--- config.mk ---
export PLATFORM = sky130hd
export DESIGN_NAME = s32x_fb_draw_arbiter
export DESIGN_NICKNAME = d
export VERILOG_FILES = /design/src/rtl/s32x_fb_draw_arbiter_pkg.sv /design/src/rtl/s32x_fb_draw_arbiter.sv
export SDC_FILE = /design/constraint.sdc
export NUM_CORES = 1
export LEC_CHECK = 0
export BUFFER_PORTS_ARGS = -buffer_cell sky130_fd_sc_hd__buf_2
export CAP_MARGIN = 20
export CORE_UTILIZATION = 51
export DETAILED_ROUTE_END_ITERATION = 12
export PLACE_DENSITY_LB_ADDON = 0.12
export SETUP_SLACK_MARGIN = 0.15
export SYNTH_ARGS = -nofsm -noshare
export SYNTH_HDL_FRONTEND = slang
export SYNTH_SLANG_ARGS = --single-unit
--- constraint.sdc ---
create_clock -name CLK -period 3.2 [get_ports CLK]
set_clock_uncertainty 0.1 [all_clocks]
set_input_delay 0.64 -clock CLK [delete_from_list [all_inputs] [get_ports CLK]]
set_output_delay 0.64 -clock CLK [all_outputs]
set_load 0.01 [all_outputs]
--- src/rtl/s32x_fb_draw_arbiter_pkg.sv ---
// Shared types and timing constants for the 32X frame-buffer draw-side arbiter.
// Also holds the byte-lane write-enable rule for queued CPU writes.
package s32x_fb_draw_arbiter_pkg;

   localparam int WR_CYC   = 6;
   localparam int RD_CYC   = 7;
   localparam int FILL_CYC = 3;
   localparam int RFRH_LEN = 40;
   localparam int CNT_W    = 6;

   typedef enum logic [2:0] {
      ST_IDLE,
      ST_RFRH,
      ST_FILL,
      ST_WRITE,
      ST_READ
   } FBArbState_t;

   typedef struct packed {
      logic [15:0] a;
      logic [15:0] d;
      logic [7:0]  len;
   } FillCtx_t;

   // Overwrite-image writes treat a zero byte as transparent; normal writes
   // only drop a lane when it is the sole enabled lane and its byte is zero.
   function automatic logic [1:0] wr_lane_en(input logic ovr, input logic [1:0] be,
                                              input logic [15:0] d);
      logic hi_nz;
      logic lo_nz;
      hi_nz = |d[15:8];
      lo_nz = |d[7:0];
      if (ovr)
         return {be[1] & hi_nz, be[0] & lo_nz};
      else
         return {be[1] & (hi_nz | be[0]), be[0] & (lo_nz | be[1])};
   endfunction

endpackage

--- src/rtl/s32x_fb_draw_arbiter.sv ---
// Non-preemptive fixed-priority sequencer for refresh, auto-fill, queued CPU writes
// and CPU reads on one frame-buffer DRAM port.
import s32x_fb_draw_arbiter_pkg::*;

module s32x_fb_draw_arbiter (
   input  logic        CLK,
   input  logic        RST_N,
   input  logic        CE_R,
   input  logic        RFRH_START,
   input  logic        FILL_START,
   input  logic [15:0] FILL_A,
   input  logic [15:0] FILL_D,
   input  logic [7:0]  FILL_LEN,
   output logic [15:0] FILL_A_CUR,
   input  logic        WR_VALID,
   input  logic [16:0] WR_A,
   input  logic [1:0]  WR_BE,
   input  logic [15:0] WR_D,
   output logic        WR_POP,
   input  logic        RD_REQ,
   input  logic [15:0] RD_A,
   output logic        RD_ACK,
   output logic [15:0] RD_Q,
   output logic [15:0] MEM_A,
   output logic [15:0] MEM_D,
   output logic [1:0]  MEM_WE,
   output logic        MEM_RD,
   input  logic [15:0] MEM_Q,
   output logic        FEN,
   output logic        WR_BUSY
);

   FBArbState_t      state_reg, state_next;
   logic [CNT_W-1:0] cnt_reg, cnt_next;
   logic [1:0]       phase_reg, phase_next;
   FillCtx_t         fill_reg, fill_next;
   logic             rfrh_pend_reg, rfrh_pend_next;
   logic             fill_pend_reg, fill_pend_next;
   logic [15:0]      wr_a_reg, wr_a_next;
   logic [15:0]      wr_d_reg, wr_d_next;
   logic [1:0]       wr_we_reg, wr_we_next;
   logic [15:0]      rd_a_reg, rd_a_next;
   logic [15:0]      rd_q_reg, rd_q_next;
   logic             rd_ack_reg, rd_ack_next;

   always_ff @(posedge CLK or negedge RST_N) begin
      if (!RST_N) begin
         state_reg     <= ST_IDLE;
         cnt_reg       <= '0;
         phase_reg     <= '0;
         fill_reg      <= '0;
         rfrh_pend_reg <= 1'b0;
         fill_pend_reg <= 1'b0;
         wr_a_reg      <= '0;
         wr_d_reg      <= '0;
         wr_we_reg     <= '0;
         rd_a_reg      <= '0;
         rd_q_reg      <= '0;
         rd_ack_reg    <= 1'b0;
      end else begin
         state_reg     <= state_next;
         cnt_reg       <= cnt_next;
         phase_reg     <= phase_next;
         fill_reg      <= fill_next;
         rfrh_pend_reg <= rfrh_pend_next;
         fill_pend_reg <= fill_pend_next;
         wr_a_reg      <= wr_a_next;
         wr_d_reg      <= wr_d_next;
         wr_we_reg     <= wr_we_next;
         rd_a_reg      <= rd_a_next;
         rd_q_reg      <= rd_q_next;
         rd_ack_reg    <= rd_ack_next;
      end
   end

   always_comb begin
      state_next     = state_reg;
      cnt_next       = cnt_reg;
      phase_next     = phase_reg;
      fill_next      = fill_reg;
      rfrh_pend_next = rfrh_pend_reg | RFRH_START;
      // A fill restart while filling is applied directly, not queued.
      fill_pend_next = fill_pend_reg | (FILL_START & (state_reg != ST_FILL));
      wr_a_next      = wr_a_reg;
      wr_d_next      = wr_d_reg;
      wr_we_next     = wr_we_reg;
      rd_a_next      = rd_a_reg;
      rd_q_next      = rd_q_reg;
      rd_ack_next    = 1'b0;
      WR_POP         = 1'b0;
      MEM_A          = RD_A;
      MEM_D          = '0;
      MEM_WE         = '0;
      MEM_RD         = 1'b0;

      case (state_reg)
         ST_IDLE: begin
            if (rfrh_pend_reg) begin
               state_next     = ST_RFRH;
               cnt_next       = CNT_W'(RFRH_LEN - 1);
               rfrh_pend_next = RFRH_START;
            end else if (fill_pend_reg) begin
               state_next     = ST_FILL;
               fill_next      = '{a: FILL_A, d: FILL_D, len: FILL_LEN};
               phase_next     = '0;
               fill_pend_next = 1'b0;
            end else if (WR_VALID) begin
               state_next = ST_WRITE;
               cnt_next   = CNT_W'(WR_CYC - 1);
               WR_POP     = 1'b1;
               wr_a_next  = WR_A[15:0];
               wr_d_next  = WR_D;
               wr_we_next = wr_lane_en(WR_A[16], WR_BE, WR_D);
            end else if (RD_REQ && !rd_ack_reg) begin
               // The ack cycle is skipped so a held request is not re-issued.
               state_next = ST_READ;
               cnt_next   = CNT_W'(RD_CYC - 1);
               rd_a_next  = RD_A;
            end
         end
         ST_RFRH: begin
            MEM_A = '0;
            if (CE_R) begin
               if (cnt_reg == '0)
                  state_next = ST_IDLE;
               else
                  cnt_next = cnt_reg - 1'b1;
            end
         end
         ST_FILL: begin
            MEM_A  = fill_reg.a;
            MEM_D  = fill_reg.d;
            MEM_WE = (phase_reg == '0) ? 2'b11 : 2'b00;
            if (FILL_START) begin
               fill_next  = '{a: FILL_A, d: FILL_D, len: FILL_LEN};
               phase_next = '0;
            end else if (CE_R) begin
               if (phase_reg == 2'(FILL_CYC - 1)) begin
                  phase_next = '0;
                  if (fill_reg.len == '0) begin
                     state_next = ST_IDLE;
                  end else begin
                     fill_next.a[7:0] = fill_reg.a[7:0] + 8'd1;
                     fill_next.len    = fill_reg.len - 8'd1;
                  end
               end else begin
                  phase_next = phase_reg + 2'd1;
               end
            end
         end
         ST_WRITE: begin
            MEM_A  = wr_a_reg;
            MEM_D  = wr_d_reg;
            MEM_WE = wr_we_reg;
            if (cnt_reg == '0)
               state_next = ST_IDLE;
            else
               cnt_next = cnt_reg - 1'b1;
         end
         ST_READ: begin
            MEM_A  = rd_a_reg;
            MEM_RD = 1'b1;
            if (cnt_reg == '0) begin
               state_next  = ST_IDLE;
               rd_q_next   = MEM_Q;
               rd_ack_next = 1'b1;
            end else begin
               cnt_next = cnt_reg - 1'b1;
            end
         end
         default: state_next = ST_IDLE;
      endcase
   end

   assign FILL_A_CUR = fill_reg.a;
   assign RD_ACK     = rd_ack_reg;
   assign RD_Q       = rd_q_reg;
   assign WR_BUSY    = (state_reg == ST_WRITE) | WR_VALID;
   assign FEN        = RFRH_START | FILL_START | rfrh_pend_reg | fill_pend_reg |
                       (state_reg == ST_RFRH) | (state_reg == ST_FILL);

endmodule
==> impl_metrics.yaml, run 1 <==
finish:
  largest_register_ff_count: 24
  most_frequent_standard_cell_in_the_layout_excluding_fill_and_tap_cells: "sky130_fd_sc_hd__nand2_1"
  post_route_cells_drive_above_1_share_pct: 30.6
  n_antenna_cell: 0
  stdcell_area_um2: 7980
  final_cell_mix: "sky130_fd_sc_hd__nand2_1, sky130_fd_sc_hd__buf_2, sky130_fd_sc_hd__dfrtp_1"
  final_net_count: 994
  syn_to_final_growth_pct: 24.1
global_route:
  grt_pass1_vias: 5871
  grt_util_all_layers_pct: 28.3
  globalRoute.totalOverflow: 0
  grt_pass1_wl_um: 28300
  grt_antenna_before_repair: 0
  grt_start_max_net_pins: 50
clock_tree:
  cts_hold_buffers: 0
  worst_setup_hold_path_clk_slew_ps: 50
  root_buffer: "sky130_fd_sc_hd__clkbuf_16"
  cts_made_buffers: 17
  post_cts.resized_instances: 0
  cts_max_path_buffers: 2
  cts.sink_count: 120
  clk_latency_ps: 410
  tritoncts_clock_tree: "yes"
  htree_depth: 4
  post-cts-setup-buffers: 0
timing:
  fin_hold_ws_ps: 145
  count_of_endpoints_failing_setup_in_the_final_report: 0
  rsz0062_at_grt: "false"
  timing_worst_slew_pin_value_ps: 912
  finalWorstPathRequiredPeriod_ps: 2940
  slew_headroom_pct: 39.2
  timing.final.max_slew_violations: 0
  timing_hold_violations_final: 0
  final_layout_setup_total_negative_slack_ps: 0
  post-route-period-util_pct: 91.9
  max_clock_freq_mhz: 340
  setup_slack_ps: 261
setup_path:
  setup.worst_path.end: "MEM_A[15]"
  timing.critical_path.cells: "buf_4 -> mux2i_1 -> nor2_1 -> a21oi_1 -> o221ai_1 -> buf_2"
  worst_path_largest_cell_delay_ps: 600
  critPathCaptureType: "output pin"
  r2r_start: "state_reg[1]"
  timing.reg2reg.worst_path_depth: 4
  worst-endpoint-required_ps: 2460
  worst-endpoint-arrival_ps: 2200
  criticalPathCategory: "reg2out"
  critical-path-slowest-cell: "sky130_fd_sc_hd__dfrtp_2"
  crit_fanout: 21
  critical_path.reg2reg.endpoint: "rd_a_reg[14]"
  setup.reg_to_reg.worst_slack_ps: 540
  critical_path.startpoint: "state_reg[0]"
  setup.worst_path.start_class: "flop"
drt:
  wl_um: 17500
  vias: 5775
  detail_route.vias_per_cell: 5.47
  detail_route.first_pass.iterations: 5
  wl_per_cell_um: 16.6
  drt-initial-drc-count: 317
  drc: 0
  detail-route-antenna-nets: 0
power_and_ir_drop:
  power_per_cell_area_nw_per_um2: 720
  ir_worst_vdd_v: 0.000376
  power.leakage_nw: 4.22
  report.power.total_w: 0.00575
synthesis:
  syn_area_um2: 6430
  synth_seq_area_share_pct: 46.7
  synth_enable_flop_cells: 0
  ys_ff_latch: 120
  syn_area_per_cell_um2: 8.98
  synthesis.yosys.warnings: 0
  post_synth_inst_count: 716
  ys_async_sr_fraction_pct: 100
  synth_flop_cell: "sky130_fd_sc_hd__dfrtp_1"
  netlist-cell-type-count: 58
  synth_fp_nets: 835
die:
  floorplan.die.width_um: 114
  effective_utilization_at_floorplan_pct: 52.9
  floorplan.core_area_um2: 12200
  die_area_um2: 13100
  num_io_pins: 185
  row_cnt: 40
  fp.dieH_um: 114
place:
  pre_cts_ws_ps: 569
  placed_area_um2: 7380
  port_buffers: 184
  place.detailed.hpwl_um: 12500
  routabilityCongestion: 0.948
outcome:
  status: "completed"
min_path:
  timing.hold.worst.class: "in2async"
job:
  cap_viol_max_count: 0
## layout make-up
cell class / count / area (µm²)
flip-flops and latches: 120 / 3010
repair buffers: 197 / 1030
multi-input cells: 521 / 3070
well taps: 168 / 210
clock buffers: 22 / 474
inverters: 18 / 71.3
fillers: 1033 / 4180
clock inverters: 10 / 120
## cells in the mapped netlist (all sizes together), types with 5 or more instances
| library cell | instances | area, µm² |
|---|---|---|
| nand2 | 210 | 788 |
| dfrtp | 120 | 3000 |
| nor2 | 54 | 205 |
| mux2i | 49 | 490 |
| mux2 | 33 | 405 |
| o21ai | 33 | 165 |
| a21oi | 32 | 160 |
| buf | 32 | 208 |
| clkbuf | 25 | 93.8 |
| inv | 17 | 63.8 |
| o221ai | 16 | 140 |
| nor3 | 10 | 50.1 |
| nor2b | 6 | 37.5 |
| o311ai | 6 | 52.6 |
| and2 | 5 | 31.3 |
| ha | 5 | 62.6 |
| nor4 | 5 | 31.3 |
| or4 | 5 | 37.5 |
## cells by family after synthesis
kind of cell | share of synthesized area [%]
AOI/OAI and AO/OA | 11.4
xor gates and xnor gates | 0.136
buffers and inverters | 5.74
and+or+nand+nor | 21.1
muxes | 13.9
adders and majority gates | 0.973
DFF | 46.7
## where the power goes
| group | internal [W] | switching (W) |
|---|---|---|
| Sequential | 0.00190 | 0.000379 |
| Clock | 0.00121 | 0.000702 |
| Combinational | 0.000666 | 0.000889 |
## worst min path at each step
stage / startpoint / endpoint / slack (ps) / cells after the start
after floorplan: RST_N / FILL_A_CUR[0] / 240 / 0
after global placement: wr_a_reg[15] / wr_a_reg[15] / 360 / 2
after detailed placement: fill_reg[11] / fill_reg[11] / 360 / 2
after CTS: RST_N / fill_reg[2] / 170 / 1
after global routing: RST_N / fill_reg[2] / 190 / 1
final: RST_N / fill_reg[2] / 140 / 1
## layer usage
layer | GRT usage [%] | up-vias | share of wire [%]
met3 | 8.10 | 25 | 7.2
met5 | 0 | - | 0
met4 | 10.6 | 0 | 1.9
met2 | 46.2 | 226 | 49
li1 | - | 2756 | -
met1 | 35.8 | 2768 | 42
## critical path, delay by kind of cell (launching register included)
kind / cells / cell delay (ps)
and+or+nand+nor: 1 / 80
buffers and inverters: 2 / 500
DFF: 1 / 600
muxes: 1 / 270
AOI/OAI and AO/OA: 2 / 330
## per-stage QoR
step           instances  utilization [%]
5_1_grt             1056             65.6
6_report            1056             65.6
2_1_floorplan        716                -
3_3_place_gp        1024             60.7
4_1_cts             1056             65.6
3_5_place_dp        1024             60.7
(Power assumes the default switching activity.)
==> run 2, diff against run 1 <==
Settings changed: BUFFER_PORTS_ARGS -buffer_cell sky130_fd_sc_hd__buf_2 to -buffer_cell sky130_fd_sc_hd__buf_4.
==> impl_metrics.yaml, run 2 (synthesis results as in run 1) <==
outcome:
  status: "completed"
finish:
  final_cells: 1054
  n_antenna_cell: 0
  finish.utilization_pct: 69.6
  post_route_cells_drive_above_1_share_pct: 30.5
  most_frequent_standard_cell_in_the_layout_excluding_fill_and_tap_cells: "sky130_fd_sc_hd__nand2_1"
  syn_to_final_growth_pct: 31.6
  largest_register_ff_count: 24
  final_net_count: 992
  final_cell_mix: "sky130_fd_sc_hd__nand2_1, sky130_fd_sc_hd__buf_4, sky130_fd_sc_hd__dfrtp_1"
clock_tree:
  htree_depth: 4
  cts.sink_count: 120
  cts_hold_buffers: 0
  root_buffer: "sky130_fd_sc_hd__clkbuf_16"
  post-cts-setup-buffers: 0
  worst_setup_hold_path_clk_slew_ps: 50
  cts_made_buffers: 17
  tritoncts_clock_tree: "yes"
  clk_latency_ps: 410
  cts_max_path_buffers: 2
setup_path:
  critical_path.top_delay_family: "buffers and inverters"
  crit_fanout: 17
  worst-endpoint-arrival_ps: 2190
  sum_of_buffers_and_inverters_on_the_critical_path: 2
  criticalPathCategory: "reg2out"
  critical-path-slowest-cell: "sky130_fd_sc_hd__dfrtp_1"
  timing.critical_path.cells: "clkinv_1 -> o221ai_1 -> buf_4"
  critPathCaptureType: "output pin"
  setup.worst_path.start_class: "flop"
  worst_path_largest_cell_delay_ps: 570
  worst-endpoint-required_ps: 2460
die:
  fp.dieH_um: 114
  row_cnt: 40
  floorplan.core_area_um2: 12200
  effective_utilization_at_floorplan_pct: 52.9
  num_io_pins: 185
  floorplan.die.width_um: 114
  die_area_um2: 13100
timing:
  rsz0062_at_grt: "false"
  finalWorstPathRequiredPeriod_ps: 2930
  timing_hold_violations_final: 0
  fin_hold_ws_ps: 51.5
  timing.final.max_slew_violations: 0
  final_layout_setup_total_negative_slack_ps: 0
  slew_headroom_pct: 39.5
  setup_slack_ps: 273
  count_of_endpoints_failing_setup_in_the_final_report: 0
  post-route-period-util_pct: 91.5
  max_clock_freq_mhz: 342
  timing_worst_slew_pin_value_ps: 908
power_and_ir_drop:
  ir_worst_vdd_v: 0.000344
  power.leakage_nw: 4.36
  power_per_cell_area_nw_per_um2: 712
global_route:
  globalRoute.totalOverflow: 0
  grt_pass1_vias: 5723
  grt_start_max_net_pins: 93
  grt_pass1_wl_um: 28000
  grt_util_all_layers_pct: 28.0
  grt_antenna_before_repair: 0
drt:
  drc: 0
  drt-initial-drc-count: 329
  vias: 5848
  detail-route-antenna-nets: 0
  detail_route.vias_per_cell: 5.55
  detail_route.first_pass.iterations: 4
  wl_um: 17600
  wl_per_cell_um: 16.7
place:
  routabilityCongestion: 0.853
  place.detailed.hpwl_um: 12400
  placed_cells_incl_taps: 1022
  pre_cts_ws_ps: 540
  port_buffers: 184
min_path:
  timing.hold.worst.class: "in2async"
job:
  cap_viol_max_count: 0
## run 2: cell types whose count changed in the layout (fill, tap and decap cells not counted), sizes merged
cell	before	now
buf	197	195
clkinvlp	6	2
bufinv	2	4
clkinv	3	6
clkbuf	22	21
## run 2: area by class of cell
type | instances | area [µm²]
timing repair buffer | 195 | 1480
clock buffer | 21 | 460
multi-input combinational | 521 | 3070
tap | 168 | 210
inverter | 18 | 67.6
fill | 972 | 3700
sequential | 120 | 3010
clock inverter | 11 | 171
## run 2: power breakdown
group	total, W	switching, W	internal, W	leakage (nW)
clock	0.00203	0.000684	0.00134	0.303
combinational	0.00169	0.000891	0.000797	2.54
sequential	0.00231	0.000406	0.00190	1.52
## run 2: path summary, 6_finish.rpt
path	startpoint	end	slack (ps)	cells past startpoint
worst max register to register	state_reg[0]	rd_a_reg[15]	510	4
worst max-delay path	state_reg[1]	MEM_A[1]	270	3
worst min register to register	wr_d_reg[6]	wr_d_reg[6]	370	2
max in group asynchronous	RST_N	FILL_A_CUR[8]	2120	2
min in group CLK	WR_A[11]	wr_a_reg[11]	310	3
worst min-delay path	RST_N	fill_reg[3]	50	1
## run 2: timing repair
item                                    in CTS  in global routing
endpoints found under the hold margin        0                  0
gates resized for setup                      0                  2
endpoints found under the setup margin       0                  5
## run 2: layer usage
metal,routed length [µm],part of all wire (%),track usage [%],vias to the layer above
li1,-,-,-,2760
met4,484,2.8,11.6,0
met2,8630,49,46.7,218
met1,7210,41,34.0,2828
met5,0,0,0,-
met3,1230,7.0,7.94,42
## run 2: stage by stage
stage          instance area [µm²]  total power, W
2_1_floorplan                 6430         0.00334
3_3_place_gp                  7830         0.00392
3_5_place_dp                  7830         0.00398
4_1_cts                       8460         0.00605
5_1_grt                       8460         0.00636
6_report                      8460         0.00602
